===== src/rtl/membus_arbiter_if.sv =====
// membus request/response bundle: valid/ready request channel, rvalid/rdata response channel.
interface membus_if #(
  parameter int ADDR_WIDTH = 32,
  parameter int DATA_WIDTH = 32
);
  logic                    valid;
  logic                    ready;
  logic [ADDR_WIDTH-1:0]   addr;
  logic                    wen;
  logic [DATA_WIDTH-1:0]   wdata;
  logic [DATA_WIDTH/8-1:0] wmask;
  logic                    rvalid;
  logic [DATA_WIDTH-1:0]   rdata;

  modport master (output valid, addr, wen, wdata, wmask, input ready, rvalid, rdata);
  modport slave  (input valid, addr, wen, wdata, wmask, output ready, rvalid, rdata);
endinterface


===== src/rtl/membus_arbiter.sv =====
// Shares one membus memory between instruction and data ports, one transaction in flight, zero added latency.
// MEMBUS_ARBITER_RR_EN: round-robin tie-break on simultaneous requests; otherwise fixed priority via D_PRIORITY.
module membus_arbiter #(
  parameter int ADDR_WIDTH = 32,
  parameter int DATA_WIDTH = 32,
  parameter bit D_PRIORITY = 1'b1
) (
  input logic      clk,
  input logic      rst,
  membus_if.slave  i_membus,
  membus_if.slave  d_membus,
  membus_if.master mem_membus
);
  localparam logic [0:0] ST_IDLE = 1'b0;
  localparam logic [0:0] ST_BUSY = 1'b1;
  localparam logic       PORT_I  = 1'b0;
  localparam logic       PORT_D  = 1'b1;

  logic [0:0] r_state;
  logic       r_owner;
  logic       r_lock_vld;
  logic       r_lock_port;
  logic       r_rr_last;

  logic                    w_resp;
  logic                    w_issue;
  logic                    w_grant;
  logic                    w_grant_vld;
  logic                    w_sel_d;
  logic                    w_accept;
  logic [ADDR_WIDTH-1:0]   w_addr;
  logic                    w_wen;
  logic [DATA_WIDTH-1:0]   w_wdata;
  logic [DATA_WIDTH/8-1:0] w_wmask;

  // The response cycle doubles as an issue slot so reads can stream at one per cycle.
  assign w_resp  = (r_state == ST_BUSY) && mem_membus.rvalid;
  assign w_issue = (r_state == ST_IDLE) || w_resp;

  always_comb begin
    w_grant = PORT_I;
    if (r_lock_vld) begin
      w_grant = r_lock_port;
    end else if (i_membus.valid && d_membus.valid) begin
`ifdef MEMBUS_ARBITER_RR_EN
      w_grant = ~r_rr_last;
`else
      w_grant = D_PRIORITY ? PORT_D : PORT_I;
`endif
    end else if (d_membus.valid) begin
      w_grant = PORT_D;
    end
  end

  assign w_grant_vld = w_issue && ((w_grant == PORT_D) ? d_membus.valid : i_membus.valid);
  assign w_sel_d     = w_grant_vld && (w_grant == PORT_D);
  assign w_accept    = w_grant_vld && mem_membus.ready;

  assign w_addr  = w_sel_d ? d_membus.addr  : i_membus.addr;
  assign w_wen   = w_sel_d ? d_membus.wen   : i_membus.wen;
  assign w_wdata = w_sel_d ? d_membus.wdata : i_membus.wdata;
  assign w_wmask = w_sel_d ? d_membus.wmask : i_membus.wmask;

  assign mem_membus.valid = w_grant_vld;
  assign mem_membus.addr  = w_addr;
  assign mem_membus.wen   = w_wen;
  assign mem_membus.wdata = w_wdata;
  assign mem_membus.wmask = w_wmask;

  assign i_membus.ready  = w_grant_vld && !w_sel_d && mem_membus.ready;
  assign d_membus.ready  = w_sel_d && mem_membus.ready;
  assign i_membus.rvalid = w_resp && (r_owner == PORT_I);
  assign d_membus.rvalid = w_resp && (r_owner == PORT_D);
  assign i_membus.rdata  = mem_membus.rdata;
  assign d_membus.rdata  = mem_membus.rdata;

  always_ff @(posedge clk) begin
    if (rst) begin
      r_state     <= ST_IDLE;
      r_owner     <= PORT_I;
      r_lock_vld  <= 1'b0;
      r_lock_port <= PORT_I;
      r_rr_last   <= PORT_D;
    end else begin
      if (w_accept) begin
        r_state    <= ST_BUSY;
        r_owner    <= w_grant;
        r_lock_vld <= 1'b0;
      end else begin
        if (w_resp) begin
          r_state <= ST_IDLE;
        end
        // A stalled request pins the grant until the memory takes it.
        if (w_grant_vld) begin
          r_lock_vld  <= 1'b1;
          r_lock_port <= w_grant;
        end
      end
      r_rr_last <= w_accept ? w_grant : r_rr_last;
    end
  end
endmodule


===== src/flat_wrapper.sv =====
// flat-port wrapper written by rule: the top's interface ports become plain ports
module membus_arbiter_flat 
#(
  parameter int ADDR_WIDTH = 32,
  parameter int DATA_WIDTH = 32,
  parameter bit D_PRIORITY = 1'b1
)
  (clk, rst, i_membus_valid, i_membus_addr, i_membus_wen, i_membus_wdata, i_membus_wmask, i_membus_ready, i_membus_rvalid, i_membus_rdata, d_membus_valid, d_membus_addr, d_membus_wen, d_membus_wdata, d_membus_wmask, d_membus_ready, d_membus_rvalid, d_membus_rdata, mem_membus_valid, mem_membus_addr, mem_membus_wen, mem_membus_wdata, mem_membus_wmask, mem_membus_ready, mem_membus_rvalid, mem_membus_rdata);
  membus_if #(.ADDR_WIDTH(ADDR_WIDTH), .DATA_WIDTH(DATA_WIDTH)) i_membus_i ();
  membus_if #(.ADDR_WIDTH(ADDR_WIDTH), .DATA_WIDTH(DATA_WIDTH)) d_membus_i ();
  membus_if #(.ADDR_WIDTH(ADDR_WIDTH), .DATA_WIDTH(DATA_WIDTH)) mem_membus_i ();
  input logic clk;
  input logic rst;
  input wire logic [$bits(i_membus_i.valid)-1:0] i_membus_valid;
  input wire logic [$bits(i_membus_i.addr)-1:0] i_membus_addr;
  input wire logic [$bits(i_membus_i.wen)-1:0] i_membus_wen;
  input wire logic [$bits(i_membus_i.wdata)-1:0] i_membus_wdata;
  input wire logic [$bits(i_membus_i.wmask)-1:0] i_membus_wmask;
  output wire logic [$bits(i_membus_i.ready)-1:0] i_membus_ready;
  output wire logic [$bits(i_membus_i.rvalid)-1:0] i_membus_rvalid;
  output wire logic [$bits(i_membus_i.rdata)-1:0] i_membus_rdata;
  input wire logic [$bits(d_membus_i.valid)-1:0] d_membus_valid;
  input wire logic [$bits(d_membus_i.addr)-1:0] d_membus_addr;
  input wire logic [$bits(d_membus_i.wen)-1:0] d_membus_wen;
  input wire logic [$bits(d_membus_i.wdata)-1:0] d_membus_wdata;
  input wire logic [$bits(d_membus_i.wmask)-1:0] d_membus_wmask;
  output wire logic [$bits(d_membus_i.ready)-1:0] d_membus_ready;
  output wire logic [$bits(d_membus_i.rvalid)-1:0] d_membus_rvalid;
  output wire logic [$bits(d_membus_i.rdata)-1:0] d_membus_rdata;
  output wire logic [$bits(mem_membus_i.valid)-1:0] mem_membus_valid;
  output wire logic [$bits(mem_membus_i.addr)-1:0] mem_membus_addr;
  output wire logic [$bits(mem_membus_i.wen)-1:0] mem_membus_wen;
  output wire logic [$bits(mem_membus_i.wdata)-1:0] mem_membus_wdata;
  output wire logic [$bits(mem_membus_i.wmask)-1:0] mem_membus_wmask;
  input wire logic [$bits(mem_membus_i.ready)-1:0] mem_membus_ready;
  input wire logic [$bits(mem_membus_i.rvalid)-1:0] mem_membus_rvalid;
  input wire logic [$bits(mem_membus_i.rdata)-1:0] mem_membus_rdata;
  assign i_membus_i.valid = i_membus_valid;
  assign i_membus_i.addr = i_membus_addr;
  assign i_membus_i.wen = i_membus_wen;
  assign i_membus_i.wdata = i_membus_wdata;
  assign i_membus_i.wmask = i_membus_wmask;
  assign i_membus_ready = i_membus_i.ready;
  assign i_membus_rvalid = i_membus_i.rvalid;
  assign i_membus_rdata = i_membus_i.rdata;
  assign d_membus_i.valid = d_membus_valid;
  assign d_membus_i.addr = d_membus_addr;
  assign d_membus_i.wen = d_membus_wen;
  assign d_membus_i.wdata = d_membus_wdata;
  assign d_membus_i.wmask = d_membus_wmask;
  assign d_membus_ready = d_membus_i.ready;
  assign d_membus_rvalid = d_membus_i.rvalid;
  assign d_membus_rdata = d_membus_i.rdata;
  assign mem_membus_valid = mem_membus_i.valid;
  assign mem_membus_addr = mem_membus_i.addr;
  assign mem_membus_wen = mem_membus_i.wen;
  assign mem_membus_wdata = mem_membus_i.wdata;
  assign mem_membus_wmask = mem_membus_i.wmask;
  assign mem_membus_i.ready = mem_membus_ready;
  assign mem_membus_i.rvalid = mem_membus_rvalid;
  assign mem_membus_i.rdata = mem_membus_rdata;
  membus_arbiter #(.ADDR_WIDTH(ADDR_WIDTH), .DATA_WIDTH(DATA_WIDTH), .D_PRIORITY(D_PRIORITY)) u_core (.clk(clk), .rst(rst), .i_membus(i_membus_i), .d_membus(d_membus_i), .mem_membus(mem_membus_i));
endmodule

===== config.mk =====
export PLATFORM = sky130hd
export DESIGN_NAME = membus_arbiter_flat
export DESIGN_NICKNAME = d
export VERILOG_FILES = /design/src/rtl/membus_arbiter_if.sv /design/src/rtl/membus_arbiter.sv /design/src/flat_wrapper.sv
export SDC_FILE = /design/constraint.sdc
export NUM_CORES = 1
export LEC_CHECK = 0
export ABC_AREA = 0
export BUFFER_PORTS_ARGS = -buffer_cell sky130_fd_sc_hd__buf_2
export CAP_MARGIN = 20
export CELL_PAD_IN_SITES_DETAIL_PLACEMENT = 1
export CELL_PAD_IN_SITES_GLOBAL_PLACEMENT = 2
export CORE_MARGIN = 2
export CORE_UTILIZATION = 11
export DETAILED_ROUTE_END_ITERATION = 12
export HOLD_SLACK_MARGIN = 0.02
export PLACE_DENSITY_LB_ADDON = 0.1
export RECOVER_POWER = 100
export SETUP_SLACK_MARGIN = 0.5
export SLEW_MARGIN = 30
export SYNTH_ARGS = -nofsm -noshare
export SYNTH_HDL_FRONTEND = slang
export SYNTH_SLANG_ARGS = --single-unit

===== constraint.sdc =====
create_clock -name clk -period 4 [get_ports clk]
set_clock_uncertainty 0.15 [all_clocks]
set_input_delay 0.8 -clock clk [delete_from_list [all_inputs] [get_ports clk]]
set_output_delay 0.8 -clock clk [all_outputs]
set_load 0.01 [all_outputs]

==> impl_metrics.toml <==
[routing]
drt-total-wl_um = 7070
remaining_drc_errors = 0
ant_nets = 0
firstDrtPassIters = 4
drt-initial-drc-count = 13
post_drt_wl_per_cell_um = 14.1
vias = 1766
via_per_inst = 3.51

[pwr]
leakage_nw = 1.10
power_mw = 0.506
vdd_ir_drop_max_v = 0.000130
power_density_mw_per_mm2 = 216

[placement]
dpl_worst_slack_ps = 711
placedCellCount = 500
dp_hpwl_um = 6300
place_area_mm2 = 0.00237
gp_congestion = 0.639
port_buffers = 217

[critical_path]
crit_type = "in -> out"
required_ps = 3050
start_kind = "primary input"
crit_arrival_ps = 2570
crit_path_end_kind = "primary output"
critPathMaxFanout = 28

[run]
maxCapViolations = 0

[hold_path]
hp-class = "reg -> reg"

[sta]
drv_slew = 0
tightestPinTransition_ps = 629
rsz0062_at_grt = "false"
setup_viol = 0
fin_hold_ws_ps = 386
period_needed_ps = 3520
max_freq_ghz = 0.284
worst_slew_margin_rel_pct = 58.0
fin_setup_tns_ps = 0
finalHoldViolCount = 0
timing.final.ws_setup_ps = 478
finalCritPeriodShare_pct = 88.0

[die]
die_area_mm2 = 0.0153
die_y_um = 124
die_w_um = 124
start_util_pct = 11.3
ios = 314
rows = 43
core_area_mm2 = 0.0139

[cts]
cts-resized-gates = 0
cts_setup_buffers = 0
cts_buffer_depth = 2
clock_latency_ps = 230
cts_hold_buf = 0
clk_pin_slew_worst_paths_ps = 30
cts_tree = "yes"
htreeDepth = 1
cts.sinks = 4
cts_buffers = 3
root_buffer = "clkbuf_16"

[synthesis]
synthCells = 170
synth_cell_types = 21
syn_area_mm2 = 0.00158
ys_seq_elements = 4
ys_warn_count = 0
syn_nets = 346
synth_top_cell_area_share_pct = 49.2
ys_top_cells_by_area = "mux2_2 49%, buf_4 30%, dfxtp_1 5.1%"
synth_enable_flop_cells = 0
yosysTopAreaCell = "mux2_2"
syn_area_per_cell_um2 = 9.29
netlist_top_cells_count = "69 x mux2_2, 64 x buf_4, 7 x buf_6"
async_reset_ff_share_pct = 0
synth.most_common_cell = "mux2_2"
synth_top_flop_cell = "dfxtp_1"
seq_area_frac_synth_pct = 5.07

[global_routing]
overflow = 0
grt_antenna_before_repair = 0
grt_pass1_wl_um = 9090
grt_pass1_vias = 1709
grt_max_degree = 29
grt_use_total_pct = 7.64

[cells_and_area]
drive_above_1_share_pct = 70.3
nets = 501
final_design_area_no_fill_mm2 = 0.00234
post-route-util_pct = 16.8
n_antenna_cell = 0
syn_to_final_growth_pct = 48.3
final_cells = 503

[run_status]
status = "finished, final reports clean"
## kinds of logic (layout without fill, tap and decap cells)
logic type	count (synthesis)	count (layout)	synth area share, %
compound gates	3	3	1.27
buf+inv	72	225	35.7
flops	4	4	5.07
mux	71	71	50.5
simple gates	20	20	7.53
## state kept, by name (all words and copies together) (netlist names)
name	flops
u_core.r_owner	1
u_core.r_lock_vld	1
u_core.r_state	1
u_core.r_lock_port	1
## worst max-delay path, stage by stage
cell and delay, ps:
clkbuf_1 100, nand2b_2 210, nand3_4 350, clkbuf_1 540
mux2_2 420, clkbuf_1 140
## report_power, final
group,switching (mW),internal [mW]
sequential,0.00340,0.0436
clock,0.0288,0.128
combinational,0.143,0.160
## path summary, 6_finish.rpt
path,from,endpoint,slack [ps],cells after the start
setup reg to reg,u_core.r_state,u_core.r_owner,2580,4
hold reg to reg,u_core.r_state,u_core.r_state,390,2
setup / recovery,mem_membus_rvalid,mem_membus_addr[3],480,6
hold / removal,u_core.r_state,u_core.r_state,390,2
## cell type report
class / instances / area, µm²
Fill cell: 1747 / 11600
Timing Repair Buffer: 221 / 1020
Multi-Input combinational cell: 94 / 936
Tap cell: 180 / 225
Sequential cell: 4 / 80.1
Clock buffer: 3 / 75.1
Inverter: 1 / 3.75
## layer usage
| metal | vias up | GRT usage [%] | routed length, µm |
|---|---|---|---|
| met1 | 785 | 7.25 | 2180 |
| met2 | 122 | 15.4 | 3800 |
| met4 | 0 | 2.27 | 149 |
| li1 | 833 | - | - |
| met3 | 26 | 2.38 | 940 |
| met5 | - | 0 | 0 |
## placed cells by master (no fill, tap or decap)
master     synthesis  routed
a21oi_1            1       1
a311oi_1           1       1
a31oi_1            1       1
and2_0             0       1
and2b_2            1       1
and3_1             1       1
and3_2             1       1
buf_2              0     149
buf_4             64       1
clkbuf_1           0      70
clkbuf_16          0       3
clkbuf_2           0       1
dfxtp_1            4       4
inv_1              1       1
mux2_2            69      69
mux2i_1            2       2
nand2_1            2       2
nand2b_1           2       2
nand2b_2           1       1
nand3_1            2       2
nand3_4            1       1
nor2_1             6       6
nor3_1             1       1
nor4_1             1       1
(Power assumes the default switching activity.)
